==> src/rtl/hyperbus_trx_arbiter.sv <==
// Round-robin arbiter between AXI read/write paths onto the single-outstanding
// hyperbus PHY transaction port; splits bursts into MaxBurst chunks with tCSHI gaps.
module hyperbus_trx_arbiter #(
    parameter int unsigned NumChips     = 2,
    parameter int unsigned AddrWidth    = 32,
    parameter int unsigned LenWidth     = 16,
    parameter int unsigned MaxBurst     = 256,
    parameter int unsigned ChipSizeLog2 = 22,
    parameter int unsigned TcshiWidth   = 4
) (
    input  logic                        clk_i,
    input  logic                        rst_i,
    input  logic                        rd_valid_i,
    output logic                        rd_ready_o,
    input  logic [AddrWidth-1:0]        rd_addr_i,
    input  logic [LenWidth-1:0]         rd_len_i,
    output logic                        rd_done_o,
    output logic                        rd_err_o,
    input  logic                        wr_valid_i,
    output logic                        wr_ready_o,
    input  logic [AddrWidth-1:0]        wr_addr_i,
    input  logic [LenWidth-1:0]         wr_len_i,
    output logic                        wr_done_o,
    output logic                        wr_err_o,
    input  logic [TcshiWidth-1:0]       cfg_t_cshi_i,
    output logic                        phy_valid_o,
    input  logic                        phy_ready_i,
    output logic                        phy_write_o,
    output logic [NumChips-1:0]         phy_cs_o,
    output logic [AddrWidth-1:0]        phy_addr_o,
    output logic [$clog2(MaxBurst):0]   phy_len_o,
    input  logic                        phy_done_i,
    output logic                        busy_o
);

    localparam int unsigned PhyLenW = $clog2(MaxBurst) + 1;
    localparam int unsigned CmpW    = (LenWidth > PhyLenW) ? LenWidth : PhyLenW;

    localparam logic [2:0] S_IDLE      = 3'd0;
    localparam logic [2:0] S_DECODE    = 3'd1;
    localparam logic [2:0] S_ISSUE     = 3'd2;
    localparam logic [2:0] S_WAIT_DONE = 3'd3;
    localparam logic [2:0] S_CS_IDLE   = 3'd4;
    localparam logic [2:0] S_NEXT      = 3'd5;
    localparam logic [2:0] S_RESP      = 3'd6;

    logic [2:0]             state_q;
    logic                   last_wr_q;
    logic                   dir_q;
    logic [AddrWidth-1:0]   addr_q;
    logic [LenWidth-1:0]    rem_q;
    logic [LenWidth-1:0]    chunk_q;
    logic [TcshiWidth-1:0]  cshi_q;
    logic                   done_q;
    logic                   err_q;
    logic                   phy_write_q;
    logic [NumChips-1:0]    phy_cs_q;
    logic [AddrWidth-1:0]   phy_addr_q;
    logic [PhyLenW-1:0]     phy_len_q;

    logic                   rd_grant;
    logic                   wr_grant;
    logic                   accept_ok;
    logic [AddrWidth-1:0]   chip_idx;
    logic [NumChips-1:0]    cs_dec;
    logic                   chip_ok;
    logic [CmpW-1:0]        rem_ext;
    logic [CmpW-1:0]        chunk_ext;

    // A tie goes to whichever requester was not served last.
    assign rd_grant  = rd_valid_i && (!wr_valid_i || last_wr_q);
    assign wr_grant  = wr_valid_i && (!rd_valid_i || !last_wr_q);
    assign accept_ok = (state_q == S_IDLE) && !rst_i;
    assign rd_ready_o = accept_ok && rd_grant;
    assign wr_ready_o = accept_ok && wr_grant;

    assign chip_idx  = addr_q >> ChipSizeLog2;
    assign rem_ext   = CmpW'(rem_q);
    assign chunk_ext = (rem_ext > CmpW'(MaxBurst)) ? CmpW'(MaxBurst) : rem_ext;

    always_comb begin
        cs_dec  = '0;
        chip_ok = 1'b0;
        for (int unsigned i = 0; i < NumChips; i++) begin
            if (chip_idx == AddrWidth'(i)) begin
                cs_dec[i] = 1'b1;
                chip_ok   = 1'b1;
            end
        end
    end

    always_ff @(posedge clk_i or posedge rst_i) begin
        if (rst_i) begin
            state_q     <= S_IDLE;
            last_wr_q   <= 1'b1;
            dir_q       <= 1'b0;
            addr_q      <= '0;
            rem_q       <= '0;
            chunk_q     <= '0;
            cshi_q      <= '0;
            done_q      <= 1'b0;
            err_q       <= 1'b0;
            phy_write_q <= 1'b0;
            phy_cs_q    <= '0;
            phy_addr_q  <= '0;
            phy_len_q   <= '0;
        end else begin
            done_q <= 1'b0;
            err_q  <= 1'b0;
            case (state_q)
                S_IDLE: begin
                    if (rd_ready_o) begin
                        addr_q    <= rd_addr_i;
                        rem_q     <= rd_len_i;
                        dir_q     <= 1'b0;
                        last_wr_q <= 1'b0;
                        state_q   <= S_DECODE;
                    end else if (wr_ready_o) begin
                        addr_q    <= wr_addr_i;
                        rem_q     <= wr_len_i;
                        dir_q     <= 1'b1;
                        last_wr_q <= 1'b1;
                        state_q   <= S_DECODE;
                    end
                end
                S_DECODE: begin
                    // remaining is only zero here on the first chunk of a len==0 request
                    if (rem_q == '0 || !chip_ok) begin
                        done_q  <= 1'b1;
                        err_q   <= 1'b1;
                        state_q <= S_RESP;
                    end else begin
                        phy_write_q <= dir_q;
                        phy_cs_q    <= cs_dec;
                        phy_addr_q  <= addr_q;
                        phy_len_q   <= PhyLenW'(chunk_ext);
                        chunk_q     <= LenWidth'(chunk_ext);
                        state_q     <= S_ISSUE;
                    end
                end
                S_ISSUE: begin
                    if (phy_ready_i) begin
                        addr_q  <= addr_q + AddrWidth'(chunk_q);
                        rem_q   <= rem_q - chunk_q;
                        state_q <= S_WAIT_DONE;
                    end
                end
                S_WAIT_DONE: begin
                    if (phy_done_i) begin
                        cshi_q  <= cfg_t_cshi_i;
                        state_q <= (cfg_t_cshi_i != '0) ? S_CS_IDLE : S_NEXT;
                    end
                end
                S_CS_IDLE: begin
                    cshi_q <= cshi_q - 1'b1;
                    if (cshi_q == TcshiWidth'(1)) begin
                        state_q <= S_NEXT;
                    end
                end
                S_NEXT: begin
                    if (rem_q != '0) begin
                        state_q <= S_DECODE;
                    end else begin
                        done_q  <= 1'b1;
                        state_q <= S_RESP;
                    end
                end
                S_RESP: begin
                    state_q <= S_IDLE;
                end
                default: begin
                    state_q <= S_IDLE;
                end
            endcase
        end
    end

    assign rd_done_o   = done_q && !dir_q;
    assign rd_err_o    = err_q && !dir_q;
    assign wr_done_o   = done_q && dir_q;
    assign wr_err_o    = err_q && dir_q;
    assign phy_valid_o = (state_q == S_ISSUE);
    assign phy_write_o = phy_write_q;
    assign phy_cs_o    = phy_cs_q;
    assign phy_addr_o  = phy_addr_q;
    assign phy_len_o   = phy_len_q;
    assign busy_o      = (state_q != S_IDLE);

endmodule

==> config.mk <==
export PLATFORM = sky130hd
export DESIGN_NAME = hyperbus_trx_arbiter
export DESIGN_NICKNAME = d
export VERILOG_FILES = /design/src/rtl/hyperbus_trx_arbiter.sv
export SDC_FILE = /design/constraint.sdc
export NUM_CORES = 1
export LEC_CHECK = 0
export BUFFER_PORTS_ARGS = -buffer_cell sky130_fd_sc_hd__buf_2
export CAP_MARGIN = 0
export CORE_MARGIN = 3
export CORE_UTILIZATION = 46
export CTS_BUF_LIST = sky130_fd_sc_hd__clkbuf_8
export DETAILED_ROUTE_END_ITERATION = 8
export PLACE_DENSITY = 0.69
export SYNTH_ARGS = -nofsm -noshare
export SYNTH_HDL_FRONTEND = slang
export SYNTH_SLANG_ARGS = --single-unit
==> constraint.sdc <==
create_clock -name clk_i -period 4.1 [get_ports clk_i]
set_input_delay 0.615 -clock clk_i [delete_from_list [all_inputs] [get_ports clk_i]]
set_output_delay 0.615 -clock clk_i [all_outputs]
set_load 0.005 [all_outputs]
Word-level counts from Yosys, hierarchy flattened:

Index checks and enable logic that the tools add are counted.
W data, S select, Z words.

* input bits: 106
* output and inout bits: 52
* word-level logic and storage cells: 90
* register bits after elaboration: 119

* reduce and logical (&&, ||, !) cells: 32
* equality and inequality tests: 11
* add/subtract/negate cells: 3
* bitwise logic cells: 1
* $lt $le $gt $ge: 1
* mux-type cells: 29

Operators with widths (count)
* $mux W32: 3
* $mux W16: 4
* $pmux W32 S2: 1
* $add A32 B16 Y32: 1
* $logic_not A32 Y1: 1
* $pmux W16 S2: 1
* $mux W3: 7
* $pmux W3 S6: 1
* $gt A16 B9 Y1 const B: 1
* $logic_not A16 Y1: 1
* $reduce_bool A16 Y1: 1
* $sub A16 B16 Y16: 1
* $eq A10 B1 Y1 const B: 1
* $logic_and A1 B1 Y1: 9
* $mux W1: 9
* $pmux W4 S2: 1
* $eq A3 B2 Y1 const B: 2
* $eq A3 B3 Y1 const B: 2
* $logic_not A1 Y1: 6
* $reduce_and A2 Y1: 3
* $reduce_bool A2 Y1: 3
* $eq A4 B1 Y1 const B: 1
* $mux W4: 1
* $ne A2 B2 Y1 const B: 2
* other kinds (12): 14

Longest topological paths before layout:

Gate-level depths: netlist of the first run.

* depth in word-level cells: 7
* depth in mapped cells: 12

Worst setup path after synthesis of the first run:

Ideal clock, no wire load.

* kind: reg-to-reg
* from: register chunk_q[0]
* to: register addr_q[22]
* library setup time: 0.099 ns
* data arrival time: 2.448 ns
* path slack: 1.552 ns
* cell stages (with the launch flop): 11
* cells stage by stage: dfrtp_1 > ha_1 > fa_1 > a21o_1 > a21oi_1 > or3_1 > a21oi_1 > nor4_2 > or2_4 > nor3_2 > a311oi_1

* cells in the longest elaborated chain, start to end: 3

RTL lines
* from (decl): line 52 `logic [LenWidth-1:0] chunk_q;`
* from (signal assigned): line 137 `chunk_q <= LenWidth'(chunk_ext);`
* $add A32 B16 Y32: line 143 `addr_q <= addr_q + AddrWidth'(chunk_q);`
* $mux W32: line 142 `if (phy_ready_i) begin`
* $pmux W32 S2: line 110 `case (state_q)`
* to (signal assigned): line 113 `addr_q <= rd_addr_i;`
* to (signal assigned): line 119 `addr_q <= wr_addr_i;`
* to (signal assigned): line 143
* to (decl): line 50 `logic [AddrWidth-1:0] addr_q;`

No other way between the ends. The select of a mux whose other input is x is not followed.
A chain may end at the register's enable or synchronous reset.

Worst setup path in the final report of the first run:

* from: register state_q[1]
* to: output rd_ready_o

* cells in the longest elaborated chain, start to end: 3

RTL lines
* from (decl): line 47 `logic [2:0] state_q;`
* from (signal assigned): line 151 `state_q <= (cfg_t_cshi_i != '0) ? S_CS_IDLE : S_NEXT;`
* $logic_not A3 Y1: line 73 `assign accept_ok = (state_q == S_IDLE) && !rst_i;`
* $logic_and A1 B1 Y1: line 73
* $logic_and A1 B1 Y1: line 74 `assign rd_ready_o = accept_ok && rd_grant;`
* to (decl): line 14 `output logic rd_ready_o,`

No other way between the ends.

==> metrics.md, run 1 <==
| Metric | Value |
|---|---|
| Post-layout util | `55.0%` |
| Cell count after synthesis | `888` |
| Top achievable clock speed | `0.324 GHz` |
| Post-synthesis sequential area ratio | `38.7%` |
| Internal cell power | `2610 uW` |
| Avg Inst Size Synth | `8.01 sq um` |
| Clock network power share | `15.3%` |
| Slew @ Worst Pin | `883 ps` |
| RSZ-0062 raised after global routing | `no` |
| Final setup violation count | `0` |
| First-pass GRT wire length | `30,900 microns` |
| Final ANT Viol Nets | `0` |
| Worst setup EP type | `output pin` |
| Gpl congestion | `0.907` |
| Antenna diodes | `0` |
| Post_cts resized | `0` |
| H-tree Lvls | `3` |
| Die Height | `130 microns` |
| Worst VDD drop | `257 uV` |
| Vias per inst | `5.52` |
| Max clock buf depth | `2` |
| Power Density | `566 nW/um^2` |
| Vias | `6,619` |
| DRC viols | `0` |
| Initial DRC count | `494` |
| NetSw | `2000 uW` |
| Leakage | `0.00414 uW` |
| FF+latch count, synth | `110` |
| CTS tree | `yes` |
| All-Layer GR Usage | `22.9%` |
| Met2 routed WL | `8990 microns` |
| Worst-Skew Late Latency | `390 ps` |
| Post-layout instance area | `8150 sq um` |
| Post-synth EDFFs | `0` |
| Post-CTS Setup Inserts | `0` |
| Hpwl dp | `14,000 microns` |
| Worst EP arrival | `2470 ps` |
| Hold_buf cts | `0` |
| Maxcap violations | `0` |
| Std cell rows | `44` |
| Sink Count | `110` |
| Sw Ratio | `43.5%` |
| Slowest CP cell | `dfrtp_1` |
| Share of cells above drive strength 1 | `20.7%` |
| Layout Area Growth over Synthesis | `14.5%` |
| Final hold violations | `0` |
| Slew HR | `41.1%` |
| Final WS setup | `1020 ps` |
| Worst path max stage delay | `590 ps` |
| Root Driver | `clkbuf_8` |
| CTS Buf Count | `9` |
| Die Width | `130 microns` |
| Minimum clock period | `3080 ps` |
| Pre-CTS WS | `1200 ps` |
| Met3 WL | `1000 microns` |
| Largest net degree at the start of global routing | `70` |
| Die area | `17,000 sq um` |
| Remaining global-route overflow | `0` |
| Critical path startpoint category | `flip-flop` |
| Seq pwr share | `38.2%` |
| R2R Path End | `addr_q[22]$_DFFE_PP0P_` |
| DR pass1 iterations | `5` |
| Setup TNS | `0 ps` |
| Fin crit share | `75.2%` |
| Post-Route WL | `19,300 microns` |
| Reg2reg start | `chunk_q[0]$_DFFE_PP0P_` |
| Slew Limit Fails | `0` |
| Top routing layer used | `met4` |
| Initial Util | `48.1%` |
| Hold/Removal Path Class | `input port to asynchronous set/reset pin` |
| Syn Nets | `1,029` |
| IO Pins | `158` |
| Leading area contributor after synthesis | `dfrtp_1` |
| Distinct cells, synth | `67` |
| Cells along the critical path | `or3_4 -> nor2_1 -> nand2_1 -> a21o_2 -> inv_2 -> buf_2` |
| Area of the mapped netlist | `7120 sq um` |
| Status | `complete, no violations` |
| Area contributors post-synth | `dfrtp_1 38%, nand2_1 12%, ha_1 5.8%` |
| Ys Warns | `0` |
| DR WL/cell | `16.1 microns` |
| WP data required | `3480 ps` |
| Number of global-route vias before repair | `6,155` |
| Comb pwr share | `46.5%` |
| Worst-path fanout max | `31` |
| Yosys top cell area share | `38.3%` |
| Core ar. | `14,800 sq um` |
| Antenna violations before repair | `0` |
| R2R cell count | `10` |
| Placed Area | `7940 sq um` |
| WS Path Type | `flip-flop to output pin` |
| Ys async rst share | `100%` |
| Clock transition at the registers of the reported paths | `100 ps` |
| IO Port Bufs | `157` |
| Synth Flop Type | `dfrtp_1` |
| Skew final | `9.45 ps` |
| Nets | `1,151` |
| Power Total | `4610 uW` |
| R2R Setup Slk | `1120 ps` |
| Met1 WL | `9030 microns` |
==> how the worst max path moves through the flow <==
| stage | endpoint | from |
|---|---|---|
| after global placement | addr_q[30]$_DFFE_PP0P_ | chunk_q[0]$_DFFE_PP0P_ |
| after CTS | rd_ready_o | state_q[1]$_DFFE_PP0P_ |
| after floorplan | addr_q[0]$_DFFE_PP0P_ | rst_i |
| final | rd_ready_o | state_q[1]$_DFFE_PP0P_ |
| after global routing | rd_ready_o | state_q[1]$_DFFE_PP0P_ |
| after detailed placement | addr_q[22]$_DFFE_PP0P_ | chunk_q[0]$_DFFE_PP0P_ |
==> state kept, by name, indices dropped and copies added, names as in the netlist <==
register	flops
addr_q	32
phy_addr_o	32
chunk_q	16
rem_ext	16
cshi_q	4
state_q	3
phy_cs_o	2
dir_q	1
done_q	1
err_q	1
last_wr_q	1
phy_write_o	1
==> routing by layer <==
metal | GRT usage, % | vias to the layer above
met2 | 37.6 | 181
li1 | - | 3331
met3 | 5.04 | 18
met1 | 31.1 | 3089
met5 | 0 | -
met4 | 5.44 | 0
==> logic make-up (layout without fill, tap and decap cells) <==
kind of cell	count (synthesis)	count (layout)	synth area share (%)
and+or+nand+nor	388	388	24.5
AOI/OAI and AO/OA	235	235	20.6
DFF	110	110	38.7
buffers and inverters	88	215	5.73
adders and majority gates	35	35	6.36
xor gates and xnor gates	22	22	2.71
muxes	10	10	1.41
==> through the flow <==
stage | std cells | hold slack (ps)
after floorplan | 888 | 450
after global placement | 1183 | 454
after detailed placement | 1183 | 459
after CTS | 1199 | 442
after global routing | 1199 | 473
final | 1199 | 427
==> synth_stat cells, types with 9 or more instances <==
master    number
a21o_1        14
nand3_1       22
ha_1          33
clkbuf_1      29
mux2i_1       10
buf_4         10
buf_2         13
a211oi_1      12
inv_1         30
a31oi_1       10
nor2b_1       15
nor2_1        55
o21ai_0       59
nor3_1        19
o22ai_1        9
dfrtp_1      109
nand2_1      219
a21oi_1       81
xnor2_1       15
==> layout by cell type, fill, tap and decap left out, types with 13 or more instances in the layout <==
| master | n |
|---|---|
| a21o_1 | 13 |
| nor3_1 | 19 |
| nor2_1 | 55 |
| nand3_1 | 22 |
| a21oi_1 | 81 |
| buf_2 | 157 |
| o21ai_0 | 59 |
| inv_1 | 28 |
| nand2_1 | 219 |
| dfrtp_1 | 109 |
| nor2b_1 | 15 |
| ha_1 | 33 |
| xnor2_1 | 15 |
==> worst max-delay path: cells and delay by family (launching register included) <==
kind / cells / cell delay, ps
compound gates: 1 / 210
buf+inv: 2 / 640
flops: 1 / 590
simple gates: 3 / 640
==> final cells by class <==
| cell class | count | area [sq um] |
|---|---|---|
| timing repair buffer | 168 | 868 |
| sequential | 110 | 2750 |
| clock inverter | 5 | 57.6 |
| tap | 184 | 230 |
| multi-input combinational | 690 | 3970 |
| clock buffer | 11 | 151 |
| inverter | 31 | 119 |
| fill | 1482 | 6660 |
==> power groups by stage <==
stage | clock network [uW] | registers, uW | logic [uW]
after floorplan | 0 | 1610 | 1740
after global placement | 0 | 1760 | 2110
after detailed placement | 0 | 1770 | 2140
after CTS | 724 | 1750 | 2150
after global routing | 762 | 1800 | 2450
final | 707 | 1760 | 2140
(Power assumes the default switching activity.)
==> run 2: changes to the inputs <==
Settings changed: PLACE_DENSITY 0.69 to 0.72.
Clock period 4.1 ns to 2.76 ns, I/O delays scaled along.
==> metrics.md, run 2 (synthesis gave the netlist of run 1 again) <==
| Metric | Value |
|---|---|
| Status | `complete, no violations (unchanged)` |
| Antenna violations before repair | `0 (unchanged)` |
| Max clock buf depth | `2 (unchanged)` |
| Nets | `1,166 (was 1,151)` |
| Slew @ Worst Pin | `690 ps (was 883 ps)` |
| Cells along the critical path | `ha_1 -> fa_2 -> a21o_1 -> a21oi_2 -> or3_4 -> a21oi_1 -> nor4_2 -> buf_4 -> or2_4 -> nor3_4 -> a311oi_1 (was or3_4 -> nor2_1 -> nand2_1 -> a21o_2 -> inv_2 -> buf_2)` |
| Setup TNS | `0 ps (unchanged)` |
| Critical Path Stages | `11 (was 6)` |
| Leakage | `0.00428 uW (was 0.00414 uW)` |
| R2R Setup Slk | `130 ps (was 1120 ps)` |
| CP Buf/Inv Count | `1 (was 2)` |
| Initial Util | `48.1% (unchanged)` |
| Gpl congestion | `0.907 (about the same)` |
| Initial DRC count | `426 (was 494)` |
| Number of global-route vias before repair | `6,280 (was 6,155)` |
| DR WL/cell | `16.2 microns (was 16.1 microns)` |
| Hold_buf cts | `0 (unchanged)` |
| First-pass GRT wire length | `31,200 microns (was 30,900 microns)` |
| Most frequent cells in the layout | `219 x nand2_1, 157 x buf_2, 108 x dfrtp_1, 80 x a21oi_1, 57 x o21ai_0 (was 219 x nand2_1, 157 x buf_2, 109 x dfrtp_1, 81 x a21oi_1, 59 x o21ai_0)` |
| CTS tree | `yes (unchanged)` |
| Worst setup EP type | `flip-flop (was output pin)` |
| Power Density | `854 nW/um^2 (was 566 nW/um^2)` |
| Final hold violations | `0 (unchanged)` |
| Skew final | `12.4 ps (was 9.45 ps)` |
| Clock transition at the registers of the reported paths | `110 ps (was 100 ps)` |
| IO Pins | `158 (unchanged)` |
| Layout Area Growth over Synthesis | `18.1% (was 14.5%)` |
| Vias | `6,701 (was 6,619)` |
| Worst-Skew Late Latency | `390 ps (about the same)` |
| IO Port Bufs | `157 (unchanged)` |
| CTS Buf Count | `9 (unchanged)` |
| Maxcap violations | `0 (unchanged)` |
| Share of cells above drive strength 1 | `22.7% (was 20.7%)` |
| DRC viols | `0 (unchanged)` |
| Post-Route WL | `19,600 microns (was 19,300 microns)` |
| Critical path startpoint category | `flip-flop (unchanged)` |
| Slowest CP cell | `dfrtp_1 (unchanged)` |
| Antenna diodes | `0 (unchanged)` |
| H-tree Lvls | `3 (unchanged)` |
| Core ar. | `14,800 sq um (unchanged)` |
| Crit path to | `addr_q[22]$_DFFE_PP0P_ (was rd_ready_o)` |
| Sink Count | `110 (unchanged)` |
| Pre-CTS WS | `-28.9 ps (was 1200 ps)` |
| Worst EP arrival | `2930 ps (was 2470 ps)` |
| Post-layout util | `56.8% (was 55.0%)` |
| Hpwl dp | `14,200 microns (was 14,000 microns)` |
| All-Layer GR Usage | `23.0% (was 22.9%)` |
| Reg2reg start | `addr_q[0]$_DFFE_PP0P_ (was chunk_q[0]$_DFFE_PP0P_)` |
| Critical path's top delay family | `compound AO/OA/AOI/OAI gates (was simple AND/OR/NAND/NOR gates)` |
| Final WS setup | `130 ps (was 1020 ps)` |
| Hold/Removal Path Class | `input port to asynchronous set/reset pin (unchanged)` |
| R2R cell count | `11 (was 10)` |
| Minimum clock period | `2630 ps` |
| DR pass1 iterations | `5 (unchanged)` |
| Remaining global-route overflow | `0 (unchanged)` |
| Slew Limit Fails | `0 (unchanged)` |
| Worst-path fanout max | `4 (was 31)` |
| Placed Area | `8110 sq um (was 7940 sq um)` |
| Setup crit start | `addr_q[0]$_DFFE_PP0P_ (was state_q[1]$_DFFE_PP0P_)` |
| Top achievable clock speed | `0.380 GHz` |
| Std cell rows | `44 (unchanged)` |
| Inst Count DP | `1,197 (was 1,183)` |
| WS Path Type | `flip-flop to flip-flop (was flip-flop to output pin)` |
| Die Width | `130 microns (unchanged)` |
| Fin cells | `1,214 (was 1,199)` |
| Most common cell after layout, fill and taps aside | `nand2_1 (unchanged)` |
| Root Driver | `clkbuf_8 (unchanged)` |
| Largest net degree at the start of global routing | `59 (was 70)` |
| Post-layout instance area | `8410 sq um (was 8150 sq um)` |
| R2R Path End | `addr_q[22]$_DFFE_PP0P_ (unchanged)` |
| Final setup violation count | `0 (unchanged)` |
| Worst VDD drop | `487 uV (was 257 uV)` |
| Final ANT Viol Nets | `0 (unchanged)` |
| WP data required | `3060 ps (was 3480 ps)` |
| Worst path max stage delay | `410 ps (was 590 ps)` |
| Die Height | `130 microns (unchanged)` |
| Slew HR | `53.9% (was 41.1%)` |
| Vias per inst | `5.52 (about the same)` |
| Die area | `17,000 sq um (unchanged)` |
| Fin crit share | `95.3%` |
run 2: metrics by stage:
stage	power, uW	hold WS [ps]
3_5_place_dp	5930	458
4_1_cts	7110	150
6_report	7180	131
5_1_grt	7780	179
2_1_floorplan	4990	450
3_3_place_gp	5860	454
run 2: repair_timing:
item / CTS / global route
resized for setup: 1 / 14
pin swaps: 0 / 2
setup endpoints to repair: 4 / 19
cloned: 0 / 0
setup buffers: 0 / 1
run 2: how the worst min path moves through the flow:
stage	depth (start not counted)	from	to	slack (ps)
finish	2	rst_i	addr_q[31]$_DFFE_PP0P_	130
detailed placement	2	phy_addr_o[3]$_DFFE_PP0P_	phy_addr_o[3]$_DFFE_PP0P_	460
global placement	2	phy_addr_o[15]$_DFFE_PP0P_	phy_addr_o[15]$_DFFE_PP0P_	450
global route	2	rst_i	phy_write_o$_DFFE_PP0P_	180
floorplan	1	cshi_q[3]$_DFFE_PP0P_	cshi_q[3]$_DFFE_PP0P_	450
CTS	2	rst_i	addr_q[31]$_DFFE_PP0P_	150
run 2: where the power goes:
part	internal, uW	leakage, uW	switching (uW)
clock	598	0.000119	568
combinational	1450	0.00273	1990
sequential	2070	0.00143	505
total	4120	0.00428	3060
run 2: area by class of cell:
cell class,count,area [sq um]
inverters,31,121
clock buffers,9,124
fillers,1395,6400
multi-input cells,690,4020
well taps,184,230
repair buffers,183,1040
clock inverters,7,113
flip-flops and latches,110,2760
run 2: metal layers:
metal  part of all wire, %  track usage [%]
met3                   5.0             3.41
met4                   2.5             8.05
met2                    45             36.6
met1                    47             32.3
met5                     0                0
==> run 3: changes to the inputs <==
--- a/constraint.sdc
+++ b/constraint.sdc
@@ -3,2 +3,2 @@
 set_output_delay 0.414 -clock clk_i [all_outputs]
-set_load 0.005 [all_outputs]
+set_load 0.05 [all_outputs]
==> metrics.md, run 3 (synthesis gave the netlist of run 1 again) <==
| Metric | Value |
|---|---|
| Clock network power share | `12.7% (was 16.2%)` |
| Pre-CTS WS | `27.3 ps (was -28.9 ps)` |
| Critical path startpoint category | `flip-flop (unchanged)` |
| Worst-path fanout max | `3 (was 4)` |
| Vias | `6,810 (was 6,701)` |
| Power Density | `859 nW/um^2 (was 854 nW/um^2)` |
| Share of cells above drive strength 1 | `22.3% (was 22.7%)` |
| Hpwl dp | `14,300 microns (was 14,200 microns)` |
| DR pass1 iterations | `5 (unchanged)` |
| Top achievable clock speed | `0.379 GHz (was 0.380 GHz)` |
| Worst path max stage delay | `410 ps (about the same)` |
| Layout Area Growth over Synthesis | `17.3% (was 18.1%)` |
| Setup TNS | `0 ps (unchanged)` |
| Nets | `1,171 (was 1,166)` |
| Root Driver | `clkbuf_8 (unchanged)` |
| Antenna violations before repair | `0 (unchanged)` |
| Post-Route WL | `19,500 microns (was 19,600 microns)` |
| Max clock buf depth | `2 (unchanged)` |
| Setup crit start | `addr_q[0]$_DFFE_PP0P_ (unchanged)` |
| Sw Ratio | `46.1% (was 42.6%)` |
| Post-layout util | `56.4% (was 56.8%)` |
| Most common cell after layout, fill and taps aside | `nand2_1 (unchanged)` |
| DR WL/cell | `16.0 microns (was 16.2 microns)` |
| Cells along the critical path | `ha_1 -> fa_1 -> a21o_1 -> a21oi_4 -> or3_1 -> a21oi_2 -> nor4_2 -> buf_4 -> nor2_1 -> a311oi_1 -> nor3_1 (was ha_1 -> fa_2 -> a21o_1 -> a21oi_2 -> or3_4 -> a21oi_1 -> nor4_2 -> buf_4 -> or2_4 -> nor3_4 -> a311oi_1)` |
| Skew final | `12.1 ps (was 12.4 ps)` |
| IO Port Bufs | `157 (unchanged)` |
| Fillers | `1,404 (was 1,395)` |
| Worst VDD drop | `380 uV (was 487 uV)` |
| Seq pwr share | `35.4% (was 35.9%)` |
| First-pass GRT wire length | `31,100 microns (was 31,200 microns)` |
| Remaining global-route overflow | `0 (unchanged)` |
| Core ar. | `14,800 sq um (unchanged)` |
| Status | `complete, no violations (unchanged)` |
| Final hold violations | `0 (unchanged)` |
| R2R Path End | `addr_q[20]$_DFFE_PP0P_ (was addr_q[22]$_DFFE_PP0P_)` |
| DRC viols | `0 (unchanged)` |
| Gpl congestion | `0.920 (was 0.907)` |
| Final setup violation count | `0 (unchanged)` |
| Final WS setup | `120 ps (was 130 ps)` |
| Slowest CP cell | `dfrtp_1 (unchanged)` |
| Slew @ Worst Pin | `590 ps (was 690 ps)` |
| Std cell rows | `44 (unchanged)` |
| WP data required | `3040 ps (was 3060 ps)` |
| Placed Area | `8110 sq um (about the same)` |
| Minimum clock period | `2640 ps (was 2630 ps)` |
| IO Pins | `158 (unchanged)` |
| Worst-Skew Late Latency | `390 ps (about the same)` |
| Vias per inst | `5.59 (was 5.52)` |
| Slew HR | `60.7% (was 53.9%)` |
| CTS Buf Count | `9 (unchanged)` |
| Die area | `17,000 sq um (unchanged)` |
| All-Layer GR Usage | `22.9% (was 23.0%)` |
| Antenna diodes | `0 (unchanged)` |
| Worst EP arrival | `2920 ps (was 2930 ps)` |
| Slew Limit Fails | `0 (unchanged)` |
| Clock transition at the registers of the reported paths | `100 ps (was 110 ps)` |
| Most frequent cells in the layout | `219 x nand2_1, 157 x buf_2, 109 x dfrtp_1, 79 x a21oi_1, 57 x o21ai_0 (was 219 x nand2_1, 157 x buf_2, 108 x dfrtp_1, 80 x a21oi_1, 57 x o21ai_0)` |
| CTS tree | `yes (unchanged)` |
| RSZ-0062 raised after global routing | `no` |
| Sink Count | `110 (unchanged)` |
| Initial DRC count | `513 (was 426)` |
| Maxcap violations | `0 (unchanged)` |
| Comb pwr share | `51.9% (was 47.9%)` |
| Worst setup EP type | `flip-flop (unchanged)` |
| Hold/Removal Path Class | `input port to flip-flop (was input port to asynchronous set/reset pin)` |
| NetSw | `3300 uW (was 3060 uW)` |
| Internal cell power | `3870 uW (was 4120 uW)` |
| Leakage | `0.00428 uW (about the same)` |
| Fin crit share | `95.7% (was 95.3%)` |
| Initial Util | `48.1% (unchanged)` |
| WS Path Type | `flip-flop to flip-flop (unchanged)` |
| Final ANT Viol Nets | `0 (unchanged)` |
| Reg2reg start | `addr_q[0]$_DFFE_PP0P_ (unchanged)` |
| Post-layout instance area | `8350 sq um (was 8410 sq um)` |
| Die Height | `130 microns (unchanged)` |
| R2R cell count | `11 (unchanged)` |
| Largest net degree at the start of global routing | `78 (was 59)` |
| R2R Setup Slk | `120 ps (was 130 ps)` |
| Die Width | `130 microns (unchanged)` |
| Number of global-route vias before repair | `6,215 (was 6,280)` |
| Crit path to | `addr_q[20]$_DFFE_PP0P_ (was addr_q[22]$_DFFE_PP0P_)` |
| H-tree Lvls | `3 (unchanged)` |
[run 3: cell types whose count changed in the layout (fill, tap and decap cells not counted), moves of 2 or more]
cell / previous run / this run
buf_12: 5 / 3
buf_4: 21 / 27
bufinv_16: 3 / 0
clkinv_2: 4 / 2
inv_1: 28 / 31
[run 3: power by group through the flow]
stage | sequential, uW | clock (uW) | combinational, uW
3_3_place_gp | 2550 | 0 | 3590
3_5_place_dp | 2560 | 0 | 3650
2_1_floorplan | 2510 | 0 | 2730
6_report | 2540 | 908 | 3720
4_1_cts | 2530 | 928 | 3680
5_1_grt | 2600 | 989 | 4190
[run 3: timing repair]
item | in CTS | in global routing
gates resized for setup | 1 | 11
endpoints found under the setup margin | 1 | 14
buffers inserted | 0 | 1
pin swaps | 0 | 3
hold buffers | 1 | 0
endpoints found under the hold margin | 2 | 0
[run 3: worst min-delay path by stage]
stage               slack [ps]             startpoint               endpoint  cells after the start
floorplan                  450  cshi_q[3]$_DFFE_PP0P_  cshi_q[3]$_DFFE_PP0P_                      1
global placement           340                  rst_i      dir_q$_DFFE_PP0P_                      2
finish                     270        cfg_t_cshi_i[0]  cshi_q[0]$_DFFE_PP0P_                      3
CTS                        260        cfg_t_cshi_i[0]  cshi_q[0]$_DFFE_PP0P_                      3
detailed placement         340                  rst_i      dir_q$_DFFE_PP0P_                      2
global route               280        cfg_t_cshi_i[0]  cshi_q[0]$_DFFE_PP0P_                      3
[run 3: routing by layer]
layer	share of wire [%]	vias up	track usage, %	wire length, microns
met1	46	3197	32.1	8890
met3	6.0	26	3.17	1180
li1	-	3378	-	-
met5	0	-	0	0
met4	1.9	0	6.72	377
met2	46	209	37.2	9040
[run 3: per-stage QoR]
step / instances / total power (uW) / hold WS, ps
6_report: 1219 / 7170 / 268
2_1_floorplan: 888 / 5250 / 450
4_1_cts: 1218 / 7130 / 256
5_1_grt: 1219 / 7780 / 278
3_3_place_gp: 1201 / 6130 / 340
3_5_place_dp: 1201 / 6210 / 344
[run 3: worst max-delay path: cells and delay by family (launching register included)]
family / cells / cell delay (ps)
AO/OA/AOI/OAI: 4 / 730
adder cells (fa/ha/maj): 2 / 620
buffers and inverters: 1 / 180
flip-flops: 1 / 410
AND/OR/NAND/NOR: 4 / 600
[run 3: area by class of cell]
cell class / instances / area (sq um) / area share, %
clock buffer: 10 / 138 / 1.65
clock inverter: 6 / 31.3 / 0.375
inverter: 31 / 121 / 1.45
multi-input combinational: 690 / 4020 / 48.1
sequential: 110 / 2750 / 33.0
tap: 184 / 230 / 2.76
timing repair buffer: 188 / 1060 / 12.7
